--- config.mk ---
export PLATFORM = sky130hd
export DESIGN_NAME = fetch_stage
export DESIGN_NICKNAME = d
export VERILOG_FILES = /design/src/rtl/fetch_stage_pkg.sv /design/src/rtl/fetch_stage_if_id_reg.sv /design/src/rtl/fetch_stage.sv
export SDC_FILE = /design/constraint.sdc
export NUM_CORES = 1
export LEC_CHECK = 0
export ABC_CLOCK_PERIOD_IN_PS = 4700
export CORE_MARGIN = 2
export CORE_UTILIZATION = 47
export CTS_BUF_LIST = sky130_fd_sc_hd__clkbuf_16
export CTS_CLUSTER_SIZE = 10
export DETAILED_ROUTE_END_ITERATION = 12
export PLACE_DENSITY = 0.81
export SLEW_MARGIN = 30
export SYNTH_ARGS = -nofsm -noshare
export SYNTH_HDL_FRONTEND = slang
export SYNTH_SLANG_ARGS = --single-unit
--- constraint.sdc ---
create_clock -name clk -period 4.7 [get_ports clk]
set_input_delay 0.705 -clock clk [delete_from_list [all_inputs] [get_ports clk]]
set_output_delay 0.705 -clock clk [all_outputs]
set_load 0.005 [all_outputs]
--- src/rtl/fetch_stage_pkg.sv ---
// Shared definitions for the instruction fetch stage: FSM state encoding and
// the bubble instruction word.
package fetch_stage_pkg;

  typedef enum logic {
    RUN    = 1'b0,
    HALTED = 1'b1
  } fetch_state_e;

  // sll $0,$0,0 encodes as all zeros, so a bubble is architecturally a nop
  localparam logic [31:0] NOP_INSTR = 32'h0000_0000;

  localparam logic [31:0] PC_STEP = 32'd4;

endpackage

--- src/rtl/fetch_stage_if_id_reg.sv ---
// IF/ID pipeline register. Bubble insertion outranks hold, which outranks a
// normal load of the fetched instruction.
module if_id_reg
  import fetch_stage_pkg::*;
(
  input  logic        clk,
  input  logic        rst,
  input  logic        hold,
  input  logic        bubble,
  input  logic [31:0] instr_in,
  input  logic [31:0] pc4_in,
  output logic [31:0] instr,
  output logic [31:0] pc4,
  output logic        valid
);

  logic [31:0] instr_d, instr_q;
  logic [31:0] pc4_d, pc4_q;
  logic        valid_d, valid_q;

  always_comb begin
    instr_d = instr_q;
    pc4_d   = pc4_q;
    valid_d = valid_q;
    if (bubble) begin
      instr_d = NOP_INSTR;
      pc4_d   = 32'h0000_0000;
      valid_d = 1'b0;
    end else if (!hold) begin
      instr_d = instr_in;
      pc4_d   = pc4_in;
      valid_d = 1'b1;
    end
  end

  always_ff @(posedge clk or posedge rst) begin
    if (rst) begin
      instr_q <= NOP_INSTR;
      pc4_q   <= 32'h0000_0000;
      valid_q <= 1'b0;
    end else begin
      instr_q <= instr_d;
      pc4_q   <= pc4_d;
      valid_q <= valid_d;
    end
  end

  assign instr = instr_q;
  assign pc4   = pc4_q;
  assign valid = valid_q;

endmodule

--- src/rtl/fetch_stage.sv ---
// Instruction fetch stage: PC register, RUN/HALTED control FSM, fetch counter
// and the IF/ID register feeding the decoder.
module fetch_stage
  import fetch_stage_pkg::*;
#(
  parameter logic [31:0] RESET_PC = 32'h0000_0000,
  parameter int          IMEM_AW  = 10
) (
  input  logic               clk,
  input  logic               rst,
  input  logic               stall,
  input  logic               flush,
  input  logic               redirect,
  input  logic [31:0]        redirect_pc,
  input  logic               halt,
  input  logic               resume,
  output logic [IMEM_AW-1:0] imem_addr,
  input  logic [31:0]        imem_data,
  output logic [31:0]        if_id_instr,
  output logic [31:0]        if_id_pc4,
  output logic               if_id_valid,
  output logic [5:0]         op,
  output logic [5:0]         func,
  output logic               halted,
  output logic [31:0]        fetch_count
);

  fetch_state_e state_d, state_q;
  logic [31:0]  pc_d, pc_q;
  logic [31:0]  fetch_count_d, fetch_count_q;
  logic [31:0]  pc_plus4;
  logic         ifid_hold;
  logic         ifid_bubble;

  assign pc_plus4 = pc_q + PC_STEP;

  // Priority in RUN: halt > redirect > stall > flush > normal fetch
  always_comb begin
    state_d       = state_q;
    pc_d          = pc_q;
    fetch_count_d = fetch_count_q;
    ifid_hold     = 1'b0;
    ifid_bubble   = 1'b0;
    if (state_q == HALTED) begin
      ifid_bubble = 1'b1;
      if (resume && !halt) begin
        state_d = RUN;
      end
    end else begin
      if (halt) begin
        state_d     = HALTED;
        ifid_bubble = 1'b1;
      end else if (redirect) begin
        pc_d        = redirect_pc;
        ifid_bubble = 1'b1;
      end else if (stall) begin
        ifid_hold = 1'b1;
      end else if (flush) begin
        pc_d        = pc_plus4;
        ifid_bubble = 1'b1;
      end else begin
        pc_d          = pc_plus4;
        fetch_count_d = fetch_count_q + 32'd1;
      end
    end
  end

  always_ff @(posedge clk or posedge rst) begin
    if (rst) begin
      state_q       <= RUN;
      pc_q          <= RESET_PC;
      fetch_count_q <= 32'h0000_0000;
    end else begin
      state_q       <= state_d;
      pc_q          <= pc_d;
      fetch_count_q <= fetch_count_d;
    end
  end

  if_id_reg u_if_id_reg (
    .clk      (clk),
    .rst      (rst),
    .hold     (ifid_hold),
    .bubble   (ifid_bubble),
    .instr_in (imem_data),
    .pc4_in   (pc_plus4),
    .instr    (if_id_instr),
    .pc4      (if_id_pc4),
    .valid    (if_id_valid)
  );

  // Low two PC bits select a byte within the word and never reach the ROM
  assign imem_addr   = pc_q[IMEM_AW+1:2];
  assign op          = if_id_instr[31:26];
  assign func        = if_id_instr[5:0];
  assign halted      = (state_q == HALTED);
  assign fetch_count = fetch_count_q;

endmodule

==> results.cfg, run 1 <==
[cts]
postCtsSetupRepairBufs = 0
numCtsBuffers = 17
h_tree_depth = 4
numClockSinks = 130
path_clk_slew_ns = 0.05
clock_insertion_delay_worst_skew_ns = 0.41
postCtsHoldBufs = 0
post_cts_resized = 0
cts_tree = built
clock_tree.buffer_depth = 2
clk_root_buffer_cell = sky130_fd_sc_hd__clkbuf_16

[detailed_routing]
drt_drc_violations_left = 0
drt-initial-drc-count = 258
detail_route.wirelength_microns = 16000
detail-route-antenna-nets = 0
route.detailed.vias_per_inst = 5.46
average_wire_per_cell_in_the_routed_design_microns = 17.2
via_count = 5080
drt_pass1_iterations = 5

[sta]
unrepaired_setup_endpoints_after_global_routing = false
worstMarginPinSlew_ns = 0.697
fin_hold_ws_ns = 0.469
finalHoldViolations = 0
slew_violations = 0
fin_worst_skew_ns = 0.00644
post-route-worst-setup-slack_ns = 1.77
finalSetupViolCount = 0
timing.final.crit_share = 0.624
timing.setup.tns_ns = 0
timing.final.crit_period_ns = 2.93
relSlewSlack = 0.532
maxClockFrequency_mhz = 341

[power]
p_int_mw = 2.03
irDropWorstVdd_uv = 224
power.density_nw_per_um2 = 313
overall_power_of_the_completed_layout_mw = 2.66
power_frac_comb = 0.106
switching_power_as_a_share_of_total_power = 0.239
sequential_share_of_power = 0.463
leakage_component_of_the_power_nw = 3.60
clock_power_share = 0.431
p_switching_mw = 0.636

[final_layout]
final_core_utilization = 0.671
layoutNonFillerInstCount = 930
syn2layout_area_growth_pct = 38.9
final_area_sq_um = 8500
layout-drive-gt1-share = 0.0646
num-nets-final = 819
antenna_cells = 0

[place]
place.gp.congestion = 0.856
placed_cell_area_sq_um = 7980
hpwl_microns = 11400
placed_instances = 899
placement.io_buffers = 190
preCtsSetupSlack_ns = 1.04

[synthesis]
post-synth-top-area-fraction = 0.532
yosysMostFrequentCell = sky130_fd_sc_hd__dfrtp_1
biggest_area_consumer_among_synthesized_cells = sky130_fd_sc_hd__dfrtp_1
synth.top_cells.by_area = sky130_fd_sc_hd__dfrtp_1, sky130_fd_sc_hd__xnor2_1, sky130_fd_sc_hd__a22o_1
edff_count_synth = 0
total_standard_cell_area_after_synthesis_sq_um = 6120
ys_seq_area_frac = 0.532
yosys_register_bits = 130
synth.net_count = 662
synthesis.instances = 589
asyncSetResetFlopFracSynth = 1.00
synthDistinctLibCells = 41
syn_avg_cell_area_sq_um = 10.4
postSynth.topFlopCell = sky130_fd_sc_hd__dfrtp_1
synth.yosys.warnings = 0
most_frequent_cells_after_synthesis = sky130_fd_sc_hd__dfrtp_1, sky130_fd_sc_hd__nand2_1, sky130_fd_sc_hd__xnor2_1

[global_route]
grt_pass1_vias = 5253
initial_antenna_violation_count = 0
grt_first_pass_wirelength_microns = 26100
gr-total-overflow = 0
grt_use_total = 0.233
grt_start_max_net_pins = 58

[floorplan]
start_util = 0.483
die_w_microns = 118
pin_count = 191
num_rows = 41
fp.dieH_microns = 118
dieArea_sq_um = 13900
fp.coreArea_sq_um = 12700

[critical_path]
reg_to_reg_startpoint = pc_q[2]
reg2reg_to = pc_q[18]
timing_worst_setup_path_type = in -> reg
path_delay_family = buffers and inverters
slowest_stage = sky130_fd_sc_hd__clkdlybuf4s50_1
crit_path_max_incr_delay_ns = 0.62
critical_path.max_fanout = 49
worstSetupPathDepth = 6
endpoint = u_if_id_reg.instr[7]
timing.critical_path.to_type = flip-flop
worst_ep_required_time_ns = 5.04
worstRegToRegCells = 6
critPathLaunchType = primary input
crit_start = redirect
critPathBufInv = 3
cp.arrival_ns = 3.27
setup.reg_to_reg.worst_slack_ns = 2.33
critical_path.cell_chain = clkdlybuf4s50_1, inv_2, nand2_1, nor2_4, buf_4, a22o_1

[flow_run]
max_cap_viol_count = 0

[status]
outcome = finished clean

[worst_hold_path]
hold_class = reg -> reg
kinds of logic (layout without fill, tap and decap cells):
kind of cell,count (synthesis),after routing,synth area share
buf+inv,65,234,0.0562
xor+xnor,59,59,0.0845
compound gates,134,134,0.137
mux,18,18,0.0301
simple gates,181,181,0.156
flops,130,130,0.532
fa+ha+maj,2,2,0.00409
state kept, by name, summed over array words and instances, names as in the netlist:
register and flops:
halted 1, u_if_id_reg.valid 1, pc_q 32, u_if_id_reg.instr 32
fetch_count 32, u_if_id_reg.pc4 32
metal layers:
metal,vias up,share of wire,GRT usage
met5,-,0,0
met4,0,0.022,0.109
met3,31,0.062,0.0562
met2,190,0.50,0.383
met1,2481,0.42,0.291
li1,2378,-,-
worst min path at each step:
stage	start	to	slack, ns	cells past startpoint
4_1_cts	fetch_count[31]	fetch_count[31]	0.47	1
3_3_place_gp	fetch_count[31]	fetch_count[31]	0.46	1
5_1_grt	fetch_count[31]	fetch_count[31]	0.49	1
6_report	fetch_count[31]	fetch_count[31]	0.47	1
2_1_floorplan	pc_q[0]	u_if_id_reg.pc4[0]	0.47	1
3_5_place_dp	fetch_count[31]	fetch_count[31]	0.46	1
cell usage in the layout (no fill, tap or decap), types with 6 or more instances in the layout:
master / n
sky130_fd_sc_hd__a21oi_1: 27
sky130_fd_sc_hd__a22o_1: 35
sky130_fd_sc_hd__and3_1: 19
sky130_fd_sc_hd__and4_1: 6
sky130_fd_sc_hd__clkbuf_16: 17
sky130_fd_sc_hd__clkdlybuf4s50_1: 190
sky130_fd_sc_hd__clkinv_2: 6
sky130_fd_sc_hd__dfrtp_1: 130
sky130_fd_sc_hd__inv_1: 12
sky130_fd_sc_hd__mux2i_1: 15
sky130_fd_sc_hd__nand2_1: 71
sky130_fd_sc_hd__nand3_1: 28
sky130_fd_sc_hd__nand4_1: 12
sky130_fd_sc_hd__nor2_1: 15
sky130_fd_sc_hd__o21ai_0: 29
sky130_fd_sc_hd__o21ai_1: 13
sky130_fd_sc_hd__o22ai_1: 27
sky130_fd_sc_hd__xnor2_1: 44
sky130_fd_sc_hd__xor2_1: 15
power groups by stage:
stage,Combinational (mW),Clock (mW),Sequential [mW]
after floorplan,0.163,0,1.23
after global routing,0.311,1.22,1.24
after CTS,0.283,1.17,1.23
final,0.281,1.15,1.23
after global placement,0.275,0,1.25
after detailed placement,0.281,0,1.25
area by class of cell:
cell class	count	area, sq um
fill	982	4170
sequential	130	3250
multi-input combinational	394	2540
timing repair buffer	195	1940
clock buffer	17	425
tap	172	215
clock inverter	14	86.3
inverter	8	32.5
Power figures use the tool's default switching activity.
==> inputs of run 2 (changes only) <==
Settings changed: ABC_CLOCK_PERIOD_IN_PS 4700 to 2400, CORE_UTILIZATION 47 to 42, PLACE_DENSITY 0.81 to 0.76.
Clock period 4.7 ns to 2.4 ns, I/O delays scaled along.
==> run 2 against run 1 <==
Cell area rose by 2.8%; cell count grew 2.4%; wire length up 0.14%; non-clock buffer count up 11; clock skew is 0.0021 ns higher; setup slack got worse by 1.4 ns; flip-flop and latch count stayed put; global-route usage shrank 2.5 points; combinational power up 110%.
==> results.cfg, run 2 (synthesis gave the netlist of run 1 again) <==
[global_route]
initial_antenna_violation_count = 0
grt_use_total = 0.208
gr-total-overflow = 0
grt_first_pass_wirelength_microns = 25800
grt_start_max_net_pins = 131
grt_pass1_vias = 5052

[final_layout]
most-common-layout-cells = sky130_fd_sc_hd__clkdlybuf4s50_1, sky130_fd_sc_hd__dfrtp_1, sky130_fd_sc_hd__nand2_1
final_area_sq_um = 8730
final_common_cell = sky130_fd_sc_hd__clkdlybuf4s50_1
multi_input_area_sq_um = 2540
antenna_cells = 0
num-nets-final = 830
layout-drive-gt1-share = 0.0794
syn2layout_area_growth_pct = 42.8
fillCellCount = 1177
final-seq-area_sq_um = 3250

[place]
placement.io_buffers = 190
place.gp.congestion = 0.815
hpwl_microns = 11000
placed_cell_area_sq_um = 8120

[critical_path]
timing_worst_setup_path_type = reg -> reg
cp.arrival_ns = 2.29
worst_ep_required_time_ns = 2.68
timing.critical_path.to_type = flip-flop
critical_path.max_fanout = 15
critPathLaunchType = flip-flop

[sta]
worstMarginPinSlew_ns = 0.720
unrepaired_setup_endpoints_after_global_routing = false
relSlewSlack = 0.520
timing.final.crit_share = 0.838
slew_violations = 0
timing.setup.tns_ns = 0
maxClockFrequency_mhz = 497
timing.final.crit_period_ns = 2.01
fin_hold_ws_ns = 0.478
finalHoldViolations = 0
finalSetupViolCount = 0
fin_worst_skew_ns = 0.00852

[cts]
numCtsBuffers = 17
postCtsHoldBufs = 0
path_clk_slew_ns = 0.06
clock_tree.buffer_depth = 2
clock_insertion_delay_worst_skew_ns = 0.42
post_cts_resized = 0
cts_tree = built
postCtsSetupRepairBufs = 0
h_tree_depth = 4
clk_root_buffer_cell = sky130_fd_sc_hd__clkbuf_16
numClockSinks = 130

[detailed_routing]
drt-initial-drc-count = 283
drt_pass1_iterations = 4
drt_drc_violations_left = 0
average_wire_per_cell_in_the_routed_design_microns = 16.8
via_count = 5069
detail_route.wirelength_microns = 16000
detail-route-antenna-nets = 0
route.detailed.vias_per_inst = 5.32

[power]
irDropWorstVdd_uv = 477
power.density_nw_per_um2 = 656
leakage_component_of_the_power_nw = 3.68

[worst_hold_path]
hold_class = in -> async

[floorplan]
fp.dieH_microns = 125
pin_count = 191
start_util = 0.426
fp.coreArea_sq_um = 14400
num_rows = 44
dieArea_sq_um = 15500
die_w_microns = 125

[flow_run]
max_cap_viol_count = 0

[status]
outcome = finished clean
## run 2: cell types whose count changed in the layout (fill, tap and decap cells not counted), moves of 3 or more
cell                         before  now
sky130_fd_sc_hd__buf_12           0    3
sky130_fd_sc_hd__buf_4            5   13
sky130_fd_sc_hd__bufinv_16        1    5
sky130_fd_sc_hd__clkinvlp_4       0    3
sky130_fd_sc_hd__inv_1           12    7
## run 2: layout make-up
| type | instances | area share |
|---|---|---|
| Sequential cell | 130 | 0.372 |
| Multi-Input combinational cell | 394 | 0.291 |
| Timing Repair Buffer | 206 | 0.236 |
| Clock buffer | 17 | 0.0487 |
| Tap cell | 184 | 0.0264 |
| Clock inverter | 13 | 0.0221 |
| Inverter | 8 | 0.00387 |
## run 2: worst max-delay path: stages (launching register included)
cell,delay (ns)
sky130_fd_sc_hd__dfrtp_1,0.50
sky130_fd_sc_hd__nand4_4,0.27
sky130_fd_sc_hd__nor4_4,0.30
sky130_fd_sc_hd__buf_4,0.23
sky130_fd_sc_hd__and4_2,0.27
sky130_fd_sc_hd__mux2i_1,0.20
sky130_fd_sc_hd__a21oi_1,0.09
## run 2: metal layers
metal / vias to the layer above / routed length (microns) / GRT usage
met5: - / 0 / 0
met4: 0 / 466 / 0.0991
met3: 33 / 1060 / 0.0644
met2: 187 / 7550 / 0.325
met1: 2438 / 6920 / 0.264
li1: 2411 / - / -
## run 2: metrics by stage
| stage | power [mW] | utilization | worst slack [ns] | cells |
|---|---|---|---|---|
| final | 5.73 | 0.608 | 0.390 | 952 |
| after detailed placement | 3.03 | 0.565 | 0.0874 | 922 |
| after floorplan | 2.72 | - | 0.431 | 589 |
| after global routing | 5.96 | 0.608 | 0.255 | 952 |
| after CTS | 5.78 | 0.608 | 0.394 | 952 |
| after global placement | 3.01 | 0.565 | 0.124 | 922 |
## run 2: final timing paths
check	end	startpoint	depth (start not counted)	slack (ns)
setup / recovery	pc_q[21]	pc_q[6]	6	0.39
hold / removal	fetch_count[17]	rst	3	0.48
setup reg to reg	pc_q[21]	pc_q[6]	6	0.39
hold reg to reg	u_if_id_reg.pc4[31]	u_if_id_reg.pc4[31]	2	0.48
max in group asynchronous	u_if_id_reg.pc4[19]	rst	3	1.35
min in group clk	u_if_id_reg.pc4[31]	u_if_id_reg.pc4[31]	2	0.48
## run 2: report_power, final
group | leakage (nW) | internal, mW | switching [mW] | total, mW
sequential | 1.78 | 2.28 | 0.118 | 2.40
clock | 0.299 | 1.81 | 0.927 | 2.74
combinational | 1.60 | 0.335 | 0.255 | 0.590
==> inputs of run 3 (changes only) <==
Settings changed: ABC_CLOCK_PERIOD_IN_PS 2400 to 2100, CORE_UTILIZATION 42 to 47, PLACE_DENSITY 0.76 to 0.81.
Clock period 2.4 ns to 2.1 ns, I/O delays scaled along.
==> run 3 against run 2 <==
Flip-flop and latch count unchanged; wire length up 1.6%; critical path depth up 2; via count grew 3.2%; first-iteration DRC count grew 16%; cell area up 2.3%; critical endpoint is now fetch_count[11]; non-clock buffer count is 26 higher; sequential power grew 13%; clock-buffer cell count unchanged; die area is 10% lower; total power increased by 10%; utilization is 9.7 points higher.
==> results.cfg, run 3 (synthesis gave the netlist of run 1 again) <==
[sta]
unrepaired_setup_endpoints_after_global_routing = false
timing.final.crit_share = 0.912
slew_violations = 0
finalSetupViolCount = 0
worstMarginPinSlew_ns = 0.571
finalHoldViolations = 0
relSlewSlack = 0.616
timing.final.crit_period_ns = 1.91
maxClockFrequency_mhz = 522
post-route-worst-setup-slack_ns = 0.185
fin_worst_skew_ns = 0.00656

[critical_path]
worstRegToRegCells = 5
critPathLaunchType = primary input
worstSetupPathDepth = 8
endpoint = fetch_count[11]
worst_ep_required_time_ns = 2.40
crit_start = stall
timing.critical_path.to_type = flip-flop
timing_worst_setup_path_type = in -> reg
setup.reg_to_reg.worst_slack_ns = 0.19
reg_to_reg_startpoint = pc_q[12]
slowest_stage = sky130_fd_sc_hd__clkdlybuf4s50_1
critical_path.max_fanout = 4
cp.arrival_ns = 2.22
path_delay_family = simple AND/OR/NAND/NOR gates
crit_path_frequent_cell = sky130_fd_sc_hd__buf_4
critPathBufInv = 3
crit_path_max_incr_delay_ns = 0.44
reg2reg_to = pc_q[17]
critical_path.cell_chain = clkdlybuf4s50_1, nor3_1, buf_4, and4_1, buf_4, and3_1, nand4_1, xnor2_1

[place]
hpwl_microns = 11900
placement.io_buffers = 190
preCtsSetupSlack_ns = -0.236
placed_cell_area_sq_um = 8360
place.gp.congestion = 0.889

[detailed_routing]
detail-route-antenna-nets = 0
via_count = 5233
drt-initial-drc-count = 327
average_wire_per_cell_in_the_routed_design_microns = 16.8
detail_route.wirelength_microns = 16300
drt_pass1_iterations = 5
route.detailed.vias_per_inst = 5.41
drt_drc_violations_left = 0

[power]
switching_power_as_a_share_of_total_power = 0.245
power.density_nw_per_um2 = 705
clock_power_share = 0.449
sequential_share_of_power = 0.432
power_frac_comb = 0.119
p_int_mw = 4.76
irDropWorstVdd_uv = 493
leakage_component_of_the_power_nw = 3.82
p_switching_mw = 1.54

[floorplan]
pin_count = 191
fp.coreArea_sq_um = 12700
start_util = 0.483
die_w_microns = 118
fp.dieH_microns = 118
num_rows = 41
dieArea_sq_um = 13900

[final_layout]
fillCellCount = 951
final_area_sq_um = 8940
final_common_cell = sky130_fd_sc_hd__clkdlybuf4s50_1
num-nets-final = 856
most-common-layout-cells = sky130_fd_sc_hd__clkdlybuf4s50_1, sky130_fd_sc_hd__dfrtp_1, sky130_fd_sc_hd__nand2_1
multi_input_area_sq_um = 2550
antenna_cells = 0
final-seq-area_sq_um = 3250
syn2layout_area_growth_pct = 46.1
layout-drive-gt1-share = 0.112

[flow_run]
max_cap_viol_count = 0

[cts]
h_tree_depth = 4
clk_root_buffer_cell = sky130_fd_sc_hd__clkbuf_16
path_clk_slew_ns = 0.05
clock_insertion_delay_worst_skew_ns = 0.42
cts_tree = built
clock_tree.buffer_depth = 2
numClockSinks = 130
numCtsBuffers = 17

[global_route]
grt_use_total = 0.241
grt_first_pass_wirelength_microns = 27000
initial_antenna_violation_count = 0
grt_pass1_vias = 5420
grt_start_max_net_pins = 45
gr-total-overflow = 0

[status]
outcome = finished clean

[worst_hold_path]
hold_class = in -> async
==> run 3: cell types whose count changed in the layout (fill, tap and decap cells not counted), sizes merged <==
cell | before | now
bufinv | 5 | 2
buf | 16 | 42
clkinv | 6 | 9
clkinvlp | 3 | 5
==> run 3: through the flow <==
stage                     TNS, ns  utilization  hold WS, ns  power (mW)  instances
after floorplan                 0            -        0.407        3.11        589
after global placement      -2.03        0.660        0.461        3.48        936
after detailed placement    -2.75        0.660        0.463        3.51        936
after CTS                       0        0.705        0.255        6.34        968
after global routing            0        0.705        0.269        6.55        968
final                           0        0.705        0.251        6.30        968
==> run 3: worst min path at each step <==
| stage | from | end | slack [ns] |
|---|---|---|---|
| CTS | rst | fetch_count[1] | 0.25 |
| detailed placement | u_if_id_reg.valid | u_if_id_reg.valid | 0.46 |
| global route | rst | fetch_count[0] | 0.27 |
| floorplan | halt | halted | 0.41 |
| finish | rst | fetch_count[0] | 0.25 |
| global placement | u_if_id_reg.valid | u_if_id_reg.valid | 0.46 |
==> run 3: routing by layer <==
metal,part of all wire,wire (microns),up-vias,GRT usage
met5,0,0,-,0
met4,0.025,403,0,0.0956
met3,0.063,1020,29,0.0678
met2,0.50,8100,205,0.392
met1,0.41,6740,2548,0.305
li1,-,-,2451,-
==> run 3: final cells by class <==
type | count | share of cell area
Sequential cell | 130 | 0.364
Multi-Input combinational cell | 394 | 0.285
Timing Repair Buffer | 232 | 0.259
Clock buffer | 17 | 0.0476
Tap cell | 172 | 0.0241
Clock inverter | 15 | 0.0161
Inverter | 8 | 0.00378
==> run 3: power by group through the flow <==
stage          clock network, mW  logic [mW]  registers (mW)
2_1_floorplan                  0       0.365            2.74
6_report                    2.83       0.751            2.72
5_1_grt                     2.99       0.826            2.74
4_1_cts                     2.86       0.756            2.72
3_3_place_gp                   0       0.733            2.75
3_5_place_dp                   0       0.752            2.76
==> run 3: worst reg2reg max path, cell delays in order, from the launching register on <==
cell and delay [ns]:
sky130_fd_sc_hd__dfrtp_1 0.44, sky130_fd_sc_hd__nand3_2 0.23, sky130_fd_sc_hd__or3_1 0.46, sky130_fd_sc_hd__nor4_4 0.33
sky130_fd_sc_hd__mux2i_1 0.24, sky130_fd_sc_hd__a21oi_1 0.08
==> run 3: repair_timing <==
action                     CTS  global route
setup buffers                0             0
hold buffers                 0             0
resized for setup            0             1
setup endpoints to repair    0             1
